$ cat src/rtl/line_fetch_ctrl.sv
// Scanline fetch controller: reads LINE_WORDS consecutive words of one scanline
// from pixel memory (one outstanding request at a time) and streams them into
// the scanline FIFO, honouring FIFO back-pressure without dropping or
// duplicating words.
module line_fetch_ctrl #(
    parameter int unsigned LINE_WORDS  = 700,
    parameter int unsigned LINE_STRIDE = 1024,
    parameter int unsigned ADDR_W      = 20
) (
    input  logic              clk100,
    input  logic              rst,
    input  logic              lineStart,
    input  logic [9:0]        lineNum,
    output logic              memReq,
    output logic [ADDR_W-1:0] memAddr,
    input  logic              memAck,
    input  logic [15:0]       memData,
    output logic [15:0]       fifoData,
    output logic              fifoWrreq,
    input  logic              fifoFull,
    output logic              busy,
    output logic              lineDone,
    output logic              overrun
);

    localparam int unsigned IDX_W = (LINE_WORDS > 1) ? $clog2(LINE_WORDS) : 1;
    localparam logic [IDX_W-1:0]  LAST_IDX = IDX_W'(LINE_WORDS - 1);
    localparam logic [ADDR_W-1:0] STRIDE   = ADDR_W'(LINE_STRIDE);

    typedef enum logic [1:0] {
        S_IDLE,
        S_REQ,
        S_WR
    } state_e;

    state_e            state_q, state_d;
    logic [ADDR_W-1:0] base_q,    base_d;
    logic [IDX_W-1:0]  idx_q,     idx_d;
    logic [15:0]       hold_q,    hold_d;
    logic              overrun_q, overrun_d;

    // Address and write data come straight from registers, so memAddr is
    // stable for the whole request and fifoData for the whole write wait.
    assign memAddr  = base_q + ADDR_W'(idx_q);
    assign fifoData = hold_q;
    assign overrun  = overrun_q;

    // Next-state and output decode for the IDLE/REQ/WR fetch sequence.
    always_comb begin
        state_d   = state_q;
        base_d    = base_q;
        idx_d     = idx_q;
        hold_d    = hold_q;
        overrun_d = 1'b0;
        memReq    = 1'b0;
        fifoWrreq = 1'b0;
        lineDone  = 1'b0;
        busy      = 1'b0;

        unique case (state_q)
            S_IDLE: begin
                if (lineStart) begin
                    // Product taken modulo 2^ADDR_W; both operands are
                    // already ADDR_W wide so truncation is implicit.
                    base_d  = ADDR_W'(lineNum) * STRIDE;
                    idx_d   = '0;
                    state_d = S_REQ;
                end
            end

            S_REQ: begin
                busy      = 1'b1;
                memReq    = 1'b1;
                overrun_d = lineStart;
                if (memAck) begin
                    hold_d  = memData;
                    state_d = S_WR;
                end
            end

            S_WR: begin
                busy      = 1'b1;
                overrun_d = lineStart;
                if (!fifoFull) begin
                    fifoWrreq = 1'b1;
                    if (idx_q == LAST_IDX) begin
                        lineDone = 1'b1;
                        state_d  = S_IDLE;
                    end else begin
                        idx_d   = idx_q + IDX_W'(1);
                        state_d = S_REQ;
                    end
                end
            end

            default: begin
                state_d = S_IDLE;
            end
        endcase
    end

    // State and datapath registers; synchronous reset aborts any line in flight.
    always_ff @(posedge clk100) begin
        if (rst) begin
            state_q   <= S_IDLE;
            base_q    <= '0;
            idx_q     <= '0;
            hold_q    <= '0;
            overrun_q <= 1'b0;
        end else begin
            state_q   <= state_d;
            base_q    <= base_d;
            idx_q     <= idx_d;
            hold_q    <= hold_d;
            overrun_q <= overrun_d;
        end
    end

endmodule

$ cat config.mk
export PLATFORM = sky130hd
export DESIGN_NAME = line_fetch_ctrl
export DESIGN_NICKNAME = d
export VERILOG_FILES = /design/src/rtl/line_fetch_ctrl.sv
export SDC_FILE = /design/constraint.sdc
export NUM_CORES = 1
export LEC_CHECK = 0
export ABC_CLOCK_PERIOD_IN_PS = 1950
export CORE_MARGIN = 2
export CORE_UTILIZATION = 37
export DETAILED_ROUTE_END_ITERATION = 6
export PLACE_DENSITY = 0.74
export SYNTH_ARGS = -nofsm -noshare
export SYNTH_HDL_FRONTEND = slang
export SYNTH_SLANG_ARGS = --single-unit
$ cat constraint.sdc
create_clock -name clk100 -period 1.95 [get_ports clk100]
set_clock_uncertainty 0.2 [all_clocks]
set_input_delay 0.585 -clock clk100 [delete_from_list [all_inputs] [get_ports clk100]]
set_output_delay 0.585 -clock clk100 [all_outputs]
set_load 0.05 [all_outputs]
==> impl_metrics.tcl <==
set metrics [dict create \
    outcome "finished, violations left" \
    violations "negative setup slack" \
    synth_nets 252 \
    synth_edf_count 0 \
    postSynthCellCount 215 \
    num_rows 24 \
    synth_area_leaders "dfxtp_1 (45%), nand2_1 (14%), a21oi_1 (9.3%), ha_1 (4.3%), clkbuf_1 (2.0%)" \
    diodes 0 \
    synth_area_per_cell_um2 8.04 \
    synth_top_area_cell "dfxtp_1" \
    path_clk_slew_ns 0.08 \
    core_area_um2 4410 \
    relSlewSlack_pct 62.9 \
    endpoint "lineDone" \
    die-area_um2 5230 \
    cts-root-buf "clkbuf_8" \
    synth.top_cell.area_share_pct 45.2 \
    crit_path_max_fanout 2 \
    reg2reg_to "idx_q[2]" \
    cts_tree "done" \
    finalInstanceArea_um2 3390 \
    fp.dieH_um 72.3 \
    yosys_warnings 0 \
    multi_input_area_um2 981 \
    grt_max_degree 38 \
    ir_drop_uv 687 \
    ys_seq_elements 39 \
    hold_path.class "reg2reg" \
    holdBufCountCts 0 \
    timing.final.ws_setup_ns -0.222 \
    start_util_pct 39.1 \
    drt_first_pass_iters 4 \
    nFillCells 306 \
    async_flop_share_pct 0 \
    grt_pass1_vias 1873 \
    cts_buffers 5 \
    die_x_um 72.3 \
    synthFlopType "dfxtp_1" \
    dp_hpwl_mm 3.92 \
    p_total_uw 3270 \
    fin_nets 352 \
    overflow 0 \
    ys_seq_area_share_pct 45.2 \
    rsz0062_at_grt "yes" \
    wl_per_cell_um 14.7 \
    antenna_found_initial 0 \
    synth_cell_types 39 \
    ant_nets 0 \
    finalSetupViolations 1 \
    place_congestion 0.841 \
    crit_start "idx_q[0]" \
    max_freq_ghz 0.460 \
    final_util_pct 76.7 \
    drive_above_1_share_pct 36.4 \
    drc 0 \
    area_growth_pct 95.9 \
    crit_path_start_kind "flip-flop" \
    wirelength_mm 5.42 \
    maxCapViolCount 0 \
    tns_ns -0.222 \
    pin_count 72 \
    timing.final.crit_share_pct 111 \
    syn_area_um2 1730 \
    io_buffers 71 \
    clk_latency_ns 0.29 \
    drtIter0Drc 173 \
    hold_violations 0 \
    cp_data_required_time_ns 1.16 \
    final.min_clock_period_ns 2.17 \
    vias_per_cell 5.15 \
    worstMarginPinSlew_ns 0.553 \
    arrival_ns 1.39 \
    setup.worst_path.end_class "output port" \
    maxSlewViolCount 0 \
    r2r-start "state_q[0]" \
    power_density_nw_per_um2 965 \
    place_ws_ns -0.431 \
    reg2reg_depth 8 \
    leakagePower_uw 0.00132 \
    grt_pass1_wl_mm 8.80 \
    via_count 1897 \
    cts_sinks 39 \
    htree_levels 2 \
    hold_path_depth 2 \
    ff_latch_area_um2 802 \
    crit_type "reg2out" \
    placed_area_um2 3170 \
    clock_path_buffers 2 \
    track_usage_pct 21.5 \
    regToRegSetupSlack_ns 0.08 \
]
[Yosys cell counts (2+ instances only)]
| library cell | count |
|---|---|
| buf_2 | 2 |
| mux2i_1 | 2 |
| dfxtp_1 | 39 |
| clkbuf_1 | 9 |
| a22o_1 | 2 |
| nor2_1 | 9 |
| nor3_1 | 3 |
| ha_1 | 6 |
| a21oi_1 | 32 |
| inv_1 | 6 |
| and2_1 | 3 |
| a31oi_1 | 5 |
| nand3_1 | 4 |
| a311oi_1 | 2 |
| nand2b_1 | 3 |
| a21bo_2 | 3 |
| nand2_1 | 63 |
[per-layer routing]
layer	GRT usage [%]	wire length [um]	up-vias
met4	6.29	86	0
met5	0	0	-
li1	-	-	933
met2	36.3	2760	84
met3	5.97	372	10
met1	26.7	2200	870
[cell usage in the layout, fill, tap and decap left out, types with 4 or more instances in the layout]
cell type and count:
nor2_1 7, dfxtp_1 28, clkbuf_8 6, dfxtp_2 8, buf_12 44, clkdlybuf4s50_1 28, ha_4 4, buf_4 30
a31oi_1 5, nand2_1 63, a21oi_1 32
[worst min-delay path by stage]
stage	startpoint	endpoint	slack (ns)
2_1_floorplan	state_q[1]	state_q[1]	0.31
3_3_place_gp	fifoData[2]	fifoData[2]	0.28
3_5_place_dp	fifoData[2]	fifoData[2]	0.29
4_1_cts	base_q[16]	base_q[16]	0.30
5_1_grt	fifoData[7]	fifoData[7]	0.32
6_report	fifoData[7]	fifoData[7]	0.29
[critical path, stage by stage, from the launching register on]
cell and delay (ns):
dfxtp_4 0.37, ha_4 0.13, and4b_1 0.23, nand3_2 0.11
nor2_4 0.12, buf_12 0.14
[logic make-up after synthesis]
kind of cell | synth area share [%]
simple gates | 25.6
compound gates | 19.9
flops | 45.2
buf+inv | 3.84
fa+ha+maj | 4.34
mux | 1.16
[final cells by class]
cell class	count	area share [%]
multi-input cells	159	29.0
clock inverters	2	0.480
clock buffers	6	2.44
well taps	52	1.92
repair buffers	104	41.6
flip-flops and latches	39	23.7
inverters	6	0.887
[report_power, final]
part / internal [uW] / switching (uW) / total, uW
clock network: 289 / 295 / 583
registers: 896 / 101 / 997
logic: 833 / 854 / 1690
[through the flow]
| step | hold slack, ns | std cells |
|---|---|---|
| CTS | 0.297 | 367 |
| global route | 0.318 | 368 |
| finish | 0.292 | 368 |
| global placement | 0.279 | 355 |
| detailed placement | 0.285 | 355 |
| floorplan | 0.314 | 215 |
[sequential cells by signal, indices dropped and copies added, names as in the netlist]
register,flops
overrun,1
state_q,2
idx_q,10
base_q,10
fifoData,16
[repair_timing]
item / 4_1_cts / 5_1_grt
setup endpoints to repair: 13 / 11
buffers inserted: 4 / 1
pin swaps: 3 / 2
gates resized for setup: 12 / 11
(Power assumes the default switching activity.)
